File: src/rtl/hazard_pkg.sv
// rtl/hazard_pkg.sv - shared types and constants for the pipeline hazard controller
package hazard_pkg;

    typedef enum logic [0:0] {
        IDLE = 1'b0,
        BUSY = 1'b1
    } mdu_state_e;

    localparam int MDU_CNT_W = 8;

    localparam logic [4:0] REG_ZERO = 5'd0;

endpackage

File: src/rtl/mdu_busy_timer.sv
// rtl/mdu_busy_timer.sv - tracks one in-flight mult/div for MDU_LAT cycles after issue
module mdu_busy_timer
    import hazard_pkg::*;
#(
    parameter int MDU_LAT = 32
) (
    input  logic clk,
    input  logic rst,
    input  logic start,
    output logic busy
);

    localparam logic [MDU_CNT_W-1:0] LOAD_VAL = MDU_CNT_W'(MDU_LAT - 1);

    mdu_state_e           state;
    logic [MDU_CNT_W-1:0] cnt;

    // A start while already busy is ignored; the issuing stage must never do this.
    always_ff @(posedge clk or negedge rst) begin
        if (!rst) begin
            state <= IDLE;
            cnt   <= '0;
        end else begin
            case (state)
                IDLE: begin
                    if (start) begin
                        state <= BUSY;
                        cnt   <= LOAD_VAL;
                    end
                end
                BUSY: begin
                    if (cnt == '0) begin
                        state <= IDLE;
                    end else begin
                        cnt <= cnt - 1'b1;
                    end
                end
                default: begin
                    state <= IDLE;
                    cnt   <= '0;
                end
            endcase
        end
    end

    assign busy = (state == BUSY);

endmodule

File: src/rtl/hazard_ctrl.sv
// rtl/hazard_ctrl.sv - stall/flush control for PC, IF/ID and ID/EX plus stall-cycle counter
module hazard_ctrl
    import hazard_pkg::*;
#(
    parameter int MDU_LAT = 32,
    parameter int CNT_W   = 16
) (
    input  logic             clk,
    input  logic             rst,
    input  logic [4:0]       id_rs_addr,
    input  logic [4:0]       id_rt_addr,
    input  logic             id_uses_rt,
    input  logic             id_mdu_access,
    input  logic             ex_mem_read,
    input  logic [4:0]       ex_rt_addr,
    input  logic             ex_mdu_start,
    input  logic             ex_branch_taken,
    output logic             pc_en,
    output logic             if_en,
    output logic             if_clr,
    output logic             id_en,
    output logic             id_clr,
    output logic             mdu_busy,
    output logic [CNT_W-1:0] stall_cycles
);

    logic loadUse;
    logic mduHazard;
    logic stall;
    logic flush;

    mdu_busy_timer #(
        .MDU_LAT(MDU_LAT)
    ) uBusyTimer (
        .clk  (clk),
        .rst  (rst),
        .start(ex_mdu_start),
        .busy (mdu_busy)
    );

    assign loadUse = ex_mem_read && (ex_rt_addr != REG_ZERO) &&
                     ((ex_rt_addr == id_rs_addr) ||
                      (id_uses_rt && (ex_rt_addr == id_rt_addr)));

    // ex_mdu_start covers the issue cycle itself, before mdu_busy rises.
    assign mduHazard = id_mdu_access && (mdu_busy || ex_mdu_start);

    assign stall = loadUse || mduHazard;
    assign flush = ex_branch_taken;

    // A taken branch wins: the held ID instruction is wrong-path anyway.
    assign pc_en  = flush || !stall;
    assign if_en  = flush || !stall;
    assign if_clr = flush;
    assign id_en  = 1'b1;
    assign id_clr = flush || stall;

    always_ff @(posedge clk or negedge rst) begin
        if (!rst) begin
            stall_cycles <= '0;
        end else if (stall && !flush && !(&stall_cycles)) begin
            stall_cycles <= stall_cycles + 1'b1;
        end
    end

endmodule

File: config.mk
export PLATFORM = sky130hd
export DESIGN_NAME = hazard_ctrl
export DESIGN_NICKNAME = d
export VERILOG_FILES = /design/src/rtl/hazard_pkg.sv /design/src/rtl/mdu_busy_timer.sv /design/src/rtl/hazard_ctrl.sv
export SDC_FILE = /design/constraint.sdc
export NUM_CORES = 1
export LEC_CHECK = 0
export BUFFER_PORTS_ARGS = -buffer_cell sky130_fd_sc_hd__buf_2
export CORE_ASPECT_RATIO = 0.75
export CORE_MARGIN = 2
export CORE_UTILIZATION = 45
export CTS_BUF_LIST = sky130_fd_sc_hd__clkbuf_4
export CTS_CLUSTER_SIZE = 14
export DETAILED_ROUTE_END_ITERATION = 10
export PLACE_DENSITY_LB_ADDON = 0.25
export SLEW_MARGIN = 25
export SYNTH_ARGS = -nofsm -noshare
export SYNTH_HDL_FRONTEND = slang
export SYNTH_SLANG_ARGS = --single-unit
File: constraint.sdc
create_clock -name clk -period 2.35 [get_ports clk]
set_input_delay 0.47 -clock clk [delete_from_list [all_inputs] [get_ports clk]]
set_output_delay 0.47 -clock clk [all_outputs]
set_load 0.01 [all_outputs]
==> impl_metrics.env, run 1 <==
export IMPL_yosysSeqAreaShare_pct=43.63
export IMPL_cp_max_fo=3
export IMPL_r2r_cells=8
export IMPL_start_util_pct=47.81
export IMPL_yosys_cell_types_count=32
export IMPL_crit_chain="buf_2 > or4_4 > o21ai_4 > o21ai_2 > or2_2 > buf_2"
export IMPL_syn_inst=147
export IMPL_gp_congestion=0.7682
export IMPL_drive_gt1_share_pct=30.37
export IMPL_fp_dieH_um=52.89
export IMPL_vias_per_cell=5.087
export IMPL_finalCritPeriodShare_pct=97.29
export IMPL_mostFrequentLayoutCells="42 x buf_2, 25 x dfrtp_1, 18 x xor2_1"
export IMPL_p_leak_nw=0.8180
export IMPL_row_count=17
export IMPL_vias=1165
export IMPL_diodes=0
export IMPL_slew_headroom_pct=62.99
export IMPL_antenna_found_initial=0
export IMPL_grt_pass1_wl_mm=4.961
export IMPL_postSynthNetCount=172
export IMPL_portBuffers=42
export IMPL_root_buffer="clkbuf_4"
export IMPL_hp_class="input pin to asynchronous set/reset pin"
export IMPL_grt_pass1_vias=1072
export IMPL_post_cts_setup_buffer_count=0
export IMPL_tns_ps=0
export IMPL_min_period_ps=2286
export IMPL_core_um2=2999
export IMPL_rsz0062_at_grt="no"
export IMPL_critPathLaunchType="input pin"
export IMPL_timing_max_cap_violations=0
export IMPL_yosysWarnings=0
export IMPL_worstMarginPinSlew_ps=547.4
export IMPL_fmax_ghz=0.4374
export IMPL_drt_wl_total_mm=3.038
export IMPL_syn_area_um2=1434
export IMPL_pre_cts_ws_ps=55.84
export IMPL_syn_to_final_growth_pct=20.07
export IMPL_synth_area_per_cell_um2=9.754
export IMPL_pin_count=44
export IMPL_cp_required_ps=1880
export IMPL_htreeDepth=1
export IMPL_cts_tree="built"
export IMPL_post_drt_wl_per_cell_um=13.27
export IMPL_clk_pin_slew_ps=140
export IMPL_holdWs_ps=114.4
export IMPL_mostFrequentLayoutCell="buf_2"
export IMPL_cp_data_arrival_time_ps=1820
export IMPL_postLayoutCellArea_um2=1722
export IMPL_cts_buffers=3
export IMPL_cpMaxStageDelayCell="or4_4"
export IMPL_cts_max_path_buffers=2
export IMPL_drc=0
export IMPL_setup_violations=0
export IMPL_finalMaxSlewViolations=0
export IMPL_ant_nets=0
export IMPL_dieArea_um2=3659
export IMPL_cp_slowest_stage_delay_ps=550
export IMPL_finalWorstSetupSlack_ps=63.77
export IMPL_placed_area_um2=1675
export IMPL_overflow=0
export IMPL_place_hpwl_mm=2.329
export IMPL_path_common_cell="buf_2"
export IMPL_clock_sink_count=25
export IMPL_skew_ps=7.208
export IMPL_track_usage_pct=17.21
export IMPL_dr_pass1_iters=4
export IMPL_final_nets=217
export IMPL_vdd_drop_max_mv=0.4785
export IMPL_status="complete, no violations"
export IMPL_synth_seq_cells=25
export IMPL_hold_viol=0
export IMPL_crit_type="input pin to output port"
export IMPL_clk_insertion_delay_late_ps=320
export IMPL_drt_iter0_drc=60
export IMPL_die_w_um=69.18
export IMPL_grt_max_degree=26
export IMPL_power_density_nw_per_um2=823.9
export IMPL_endpoint_kind="output port"
export IMPL_regToRegSetupSlack_ps=320
==> power breakdown <==
part	leakage [nW]	internal [mW]	switching [mW]	total [mW]
logic	0.487	0.248	0.282	0.530
registers	0.314	0.558	0.137	0.694
clock network	0.0177	0.0637	0.131	0.194
total	0.818	0.869	0.550	1.42
==> worst max-delay path, delay by kind of cell <==
family | cells | cell delay [ps]
buf+inv | 2 | 260
simple gates | 2 | 830
compound gates | 2 | 270
==> final cells by class <==
class | count | area (um2)
well taps | 38 | 47.55
clock buffers | 3 | 22.52
repair buffers | 45 | 232.7
inverters | 5 | 18.77
clock inverters | 1 | 5.005
flip-flops and latches | 25 | 625.6
multi-input cells | 112 | 769.5
fillers | 284 | 1277
==> per-stage QoR <==
step / total power, mW / util [%] / cells
6_report: 1.418 / 57.41 / 229
5_1_grt: 1.538 / 57.41 / 229
4_1_cts: 1.426 / 56.78 / 229
3_5_place_dp: 1.231 / 55.86 / 225
3_3_place_gp: 1.199 / 55.86 / 225
2_1_floorplan: 1.049 / - / 147
==> cells by family (layout without fill, tap and decap cells) <==
logic type | count (synthesis) | after routing | synth area share (%)
other | 1 | 1 | 0.2615
DFF | 25 | 25 | 43.63
xor gates and xnor gates | 32 | 32 | 20.07
muxes | 1 | 1 | 0.7853
AOI/OAI and AO/OA | 10 | 10 | 4.625
buffers and inverters | 10 | 54 | 4.014
and+or+nand+nor | 65 | 65 | 24.00
adders and majority gates | 3 | 3 | 2.618
==> worst paths after layout <==
kind	end	startpoint
worst max-delay path	id_clr	ex_rt_addr[1]
worst min-delay path	uBusyTimer.cnt[5]	rst
worst max register to register	stall_cycles[8]	stall_cycles[0]
worst min register to register	stall_cycles[15]	stall_cycles[15]
max in group asynchronous	stall_cycles[2]	rst
min in group clk	uBusyTimer.cnt[2]	ex_mdu_start
==> registers in the layout (all words and copies together), names as in the netlist <==
signal and flops:
uBusyTimer.cnt 8, uBusyTimer.busy 1, stall_cycles 16
==> what timing repair did <==
| item | 4_1_cts | 5_1_grt |
|---|---|---|
| hold buffers | 0 | 0 |
| gates resized for setup | 0 | 4 |
| setup endpoints to repair | 0 | 1 |
==> routing by layer <==
metal	global-route usage [%]	share of wire, %	wire (um)
met1	24.38	49	1492
met2	27.56	46	1409
met3	4.381	4.0	122
met4	1.961	0.43	13
met5	0	0	0
==> synthesized netlist by cell type, drive strengths merged <==
library cell | instances | share of area (%)
dfrtp | 25 | 44
xor2 | 18 | 11
nor2 | 14 | 3.7
xnor2 | 14 | 9.1
nand2 | 12 | 3.1
nor3 | 8 | 2.8
nand3 | 7 | 2.4
nand4 | 6 | 2.6
inv | 5 | 1.3
buf | 4 | 2.4
or3 | 4 | 2.1
a21oi | 3 | 1.0
and3 | 3 | 1.3
ha | 3 | 2.6
nor2b | 3 | 1.3
o21ai | 3 | 1.0
nand2b | 2 | 0.87
nor4 | 2 | 1.7
or2 | 2 | 0.87
a21bo | 1 | 0.70
a221oi | 1 | 0.61
a32oi | 1 | 0.61
a41oi | 1 | 0.61
clkbuf | 1 | 0.35
conb | 1 | 0.26
mux2 | 1 | 0.79
nor4b | 1 | 0.61
or4 | 1 | 0.52
(Power assumes the default switching activity.)
==> run 2: changes to the inputs <==
- CELL_PAD_IN_SITES_DETAIL_PLACEMENT: default -> 1
- CELL_PAD_IN_SITES_GLOBAL_PLACEMENT: default -> 1
- CORE_UTILIZATION: 45 -> 39
==> impl_metrics.env, run 2 (same netlist as run 1, synthesis figures left out) <==
export IMPL_status="complete, no violations"
export IMPL_ctsResizeCount=0
export IMPL_grt_pass1_wl_mm=5.851
export IMPL_cts_tree="built"
export IMPL_cpMaxStageDelayCell="or4_1"
export IMPL_drt_wl_total_mm=3.426
export IMPL_hp_class="input pin to asynchronous set/reset pin"
export IMPL_grt_max_degree=26
export IMPL_die_w_um=74.02
export IMPL_cts_max_path_buffers=2
export IMPL_timing_max_cap_violations=0
export IMPL_cp_max_fo=3
export IMPL_nFillCells=432
export IMPL_drive_gt1_share_pct=29.17
export IMPL_cts_buffers=3
export IMPL_clk_pin_slew_ps=140
export IMPL_p_leak_nw=0.8173
export IMPL_min_period_ps=2270
export IMPL_regToRegSetupSlack_ps=220
export IMPL_largest_reg_flops=16
export IMPL_r2r_end="stall_cycles[6]"
export IMPL_top_layer="met4"
export IMPL_core_um2=3590
export IMPL_antenna_found_initial=0
export IMPL_grt_pass1_vias=1274
export IMPL_critPathLaunchType="input pin"
export IMPL_mostFrequentLayoutCells="42 x buf_2, 25 x dfrtp_1, 18 x xor2_1"
export IMPL_gp_congestion=0.7725
export IMPL_vdd_drop_max_mv=0.4157
export IMPL_root_buffer="clkbuf_4"
export IMPL_cp_slowest_stage_delay_ps=530
export IMPL_wl_met3_um=136
export IMPL_overflow=0
export IMPL_dr_pass1_iters=4
export IMPL_setup_violations=0
export IMPL_ant_nets=0
export IMPL_drt_iter0_drc=57
export IMPL_mostFrequentLayoutCell="buf_2"
export IMPL_portBuffers=42
export IMPL_crit_type="input pin to output port"
export IMPL_vias_per_cell=4.906
export IMPL_dpl_cell_count=240
export IMPL_slew_headroom_pct=63.36
export IMPL_pin_count=44
export IMPL_tns_ps=0
export IMPL_cp_data_arrival_time_ps=1800
export IMPL_worstMarginPinSlew_ps=542.0
export IMPL_endpoint_kind="output port"
export IMPL_start_util_pct=39.94
export IMPL_wl_met1_mm=1.647
export IMPL_htreeDepth=1
export IMPL_row_count=19
export IMPL_hold_viol=0
export IMPL_crit_family="simple AND/OR/NAND/NOR gates"
export IMPL_finalMaxSlewViolations=0
export IMPL_layoutNonFillerInstCount=244
export IMPL_vias=1197
export IMPL_reg2reg_from="stall_cycles[0]"
export IMPL_r2r_cells=8
export IMPL_finalCritPeriodShare_pct=96.59
export IMPL_power_density_nw_per_um2=829.8
export IMPL_post_drt_wl_per_cell_um=14.04
export IMPL_met2_length_mm=1.626
export IMPL_cp_required_ps=1880
export IMPL_diodes=0
export IMPL_final_nets=218
export IMPL_clk_insertion_delay_late_ps=320
export IMPL_setup_worst_path_start="ex_rt_addr[1]"
export IMPL_top_register="stall_cycles"
export IMPL_fmax_ghz=0.4405
export IMPL_skew_ps=13.78
export IMPL_hold_buffers=0
export IMPL_track_usage_pct=18.19
export IMPL_p_total_mw=1.434
export IMPL_syn_to_final_growth_pct=20.51
export IMPL_crit_chain="buf_2 > or4_1 > o21ai_1 > o21ai_1 > or2_2 > buf_2"
export IMPL_clock_sink_count=25
export IMPL_place_hpwl_mm=2.852
export IMPL_rsz0062_at_grt="no"
export IMPL_fp_dieH_um=56.51
export IMPL_post_cts_setup_buffer_count=0
export IMPL_crit_buf_inv=2
export IMPL_drc=0
export IMPL_dieArea_um2=4183
## run 2: changes by cell type in the layout (fill, tap and decap cells not counted), sizes merged
cell	change
buf	+1
## run 2: cell type report
| class | instances | area, um2 | share of cell area (%) |
|---|---|---|---|
| Inverter | 5 | 18.77 | 1.086 |
| Clock inverter | 1 | 5.005 | 0.2896 |
| Clock buffer | 3 | 22.52 | 1.303 |
| Multi-Input combinational cell | 112 | 750.7 | 43.45 |
| Sequential cell | 25 | 625.6 | 36.21 |
| Tap cell | 52 | 65.06 | 3.765 |
| Timing Repair Buffer | 46 | 240.2 | 13.90 |
## run 2: stage by stage
| stage | worst slack, ps | instance area [um2] | hold WS [ps] | util (%) |
|---|---|---|---|---|
| after floorplan | 232.5 | 1434 | 174.4 | - |
| after global placement | 75.04 | 1700 | 479.6 | 47.37 |
| after detailed placement | 61.07 | 1700 | 490.6 | 47.37 |
| after CTS | 76.57 | 1728 | 128.7 | 48.14 |
| after global routing | 32.63 | 1728 | 134.3 | 48.14 |
| final | 80.07 | 1728 | 107.4 | 48.14 |
## run 2: how the worst max path moves through the flow
stage	end	slack, ps	cells after the start
6_report	id_clr	80	6
4_1_cts	id_clr	80	6
3_3_place_gp	stall_cycles[6]	80	8
3_5_place_dp	stall_cycles[6]	60	8
5_1_grt	id_clr	30	6
2_1_floorplan	pc_en	230	6
## run 2: worst register-to-register path: cells and delay by family (launching register included)
kind,cells,cell delay [ps]
AOI/OAI and AO/OA,2,530
xor gates and xnor gates,1,130
adders and majority gates,1,250
buffers and inverters,1,180
DFF,1,440
and+or+nand+nor,3,500
## run 2: layer usage
| metal | track usage [%] | up-vias |
|---|---|---|
| met5 | 0 | - |
| met4 | 2.857 | 0 |
| met3 | 4.668 | 2 |
| met2 | 30.36 | 23 |
| met1 | 24.09 | 590 |
| li1 | - | 582 |
## run 2: where the power goes
part           internal, mW  switching, mW  total, mW
sequential            0.558          0.144      0.702
clock                0.0637          0.129      0.192
combinational         0.248          0.291      0.539
total                 0.869          0.564       1.43
==> run 3: changes to the inputs <==
==> constraint.sdc (replaced) <==
create_clock -name clk -period 2.35 [get_ports clk]
set_input_delay 0.235 -clock clk [delete_from_list [all_inputs] [get_ports clk]]
set_output_delay 0.235 -clock clk [all_outputs]
set_load 0.01 [all_outputs]
==> impl_metrics.env, run 3 (same netlist as run 1, synthesis figures left out) <==
export IMPL_cp_required_ps=2120
export IMPL_clk_pin_slew_ps=130
export IMPL_status="complete, no violations"
export IMPL_p_leak_nw=0.8037
export IMPL_diodes=0
export IMPL_fp_dieH_um=56.51
export IMPL_setup_violations=0
export IMPL_critPathLaunchType="register"
export IMPL_nFillCells=433
export IMPL_post_cts_setup_buffer_count=0
export IMPL_clk_insertion_delay_late_ps=330
export IMPL_post_drt_wl_per_cell_um=13.78
export IMPL_grt_max_degree=26
export IMPL_regArea_um2=625.6
export IMPL_gr_max_usage_layer="met2"
export IMPL_grt_pass1_wl_mm=5.664
export IMPL_min_period_ps=2096
export IMPL_cts_max_path_buffers=2
export IMPL_largest_reg_flops=16
export IMPL_hp_class="input pin to register"
export IMPL_vdd_drop_max_mv=0.5671
export IMPL_syn_to_final_growth_pct=19.11
export IMPL_dr_pass1_iters=4
export IMPL_tns_ps=0
export IMPL_vias_per_cell=4.793
export IMPL_use_met2_pct=26.40
export IMPL_vias=1155
export IMPL_drt_wl_total_mm=3.321
export IMPL_grt_pass1_vias=1219
export IMPL_ctsResizeCount=0
export IMPL_p_total_mw=1.422
export IMPL_gp_congestion=0.7400
export IMPL_core_um2=3590
export IMPL_die_w_um=74.02
export IMPL_use_met1_pct=25.48
export IMPL_hold_viol=0
export IMPL_dieArea_um2=4183
export IMPL_row_count=19
export IMPL_cts_buffers=3
export IMPL_ant_nets=0
export IMPL_cp_data_arrival_time_ps=1860
export IMPL_track_usage_pct=17.67
export IMPL_root_buffer="clkbuf_4"
export IMPL_final_nets=215
export IMPL_htreeDepth=1
export IMPL_pin_count=44
export IMPL_overflow=0
export IMPL_cp_max_fo=10
export IMPL_fmax_ghz=0.4772
export IMPL_start_util_pct=39.94
export IMPL_cts_tree="built"
export IMPL_multi_input_area_um2=750.7
export IMPL_rsz0062_at_grt="no"
export IMPL_clock_sink_count=25
export IMPL_worstMarginPinSlew_ps=647.3
export IMPL_slew_headroom_pct=56.24
export IMPL_antenna_found_initial=0
export IMPL_mostFrequentLayoutCells="42 x buf_2, 25 x dfrtp_1, 18 x xor2_1"
export IMPL_power_density_nw_per_um2=832.6
export IMPL_finalCritPeriodShare_pct=89.17
export IMPL_grtUsageMet3_pct=4.847
export IMPL_drt_iter0_drc=48
export IMPL_skew_ps=9.331
export IMPL_finalMaxSlewViolations=0
export IMPL_endpoint_kind="output port"
export IMPL_drive_gt1_share_pct=27.51
export IMPL_top_register="stall_cycles"
export IMPL_timing_max_cap_violations=0
export IMPL_place_hpwl_mm=2.669
export IMPL_crit_type="register to output port"
export IMPL_mostFrequentLayoutCell="buf_2"
export IMPL_portBuffers=42
export IMPL_drc=0
==> run 3: power by group <==
part / internal, mW / leakage, nW / switching [mW] / total [mW]
Combinational: 0.242 / 0.472 / 0.283 / 0.525
Clock: 0.0639 / 0.0177 / 0.131 / 0.195
Sequential: 0.558 / 0.314 / 0.144 / 0.702
==> run 3: metal layers <==
layer	vias up	wire [um]
met5	-	0
met4	0	36
met3	5	136
met2	20	1489
met1	553	1658
li1	577	-
==> run 3: path summary, 6_finish.rpt <==
path,startpoint,end,slack (ps),cells after the start
worst max-delay path,uBusyTimer.busy,id_clr,250,4
worst min-delay path,ex_mdu_start,uBusyTimer.busy,240,3
worst max register to register,stall_cycles[0],stall_cycles[6],320,7
worst min register to register,stall_cycles[10],stall_cycles[10],510,1
max in group asynchronous,rst,uBusyTimer.busy,1550,2
min in group asynchronous,rst,uBusyTimer.cnt[6],420,2
==> run 3: final cells by class <==
class	instances	area share [%]
clock buffer	3	1.319
clock inverter	1	0.2930
inverter	5	1.099
multi-input combinational	112	43.96
sequential	25	36.63
tap	52	3.810
timing repair buffer	43	12.89
==> run 3: critical path: stages (launching register included) <==
cell and delay, ps:
dfrtp_1 500, o21ai_1 300, o21ai_1 260, or2_2 330
buf_2 140
==> run 3: what timing repair did <==
action                                  in CTS  in global routing
hold buffers                                 1                  0
endpoints found under the setup margin       0                  0
hold endpoints to repair                    25                  0
==> run 3: per-stage QoR <==
step	setup slack (ps)	hold WS [ps]	area, um2	cells	util (%)
finish	254.5	236.9	1708	241	47.58
global route	79.38	260.4	1708	241	47.58
CTS	249.3	225.0	1708	241	47.58
detailed placement	248.0	264.3	1670	236	46.53
global placement	319.3	261.5	1670	236	46.53
floorplan	406.8	-60.59	1434	147	-
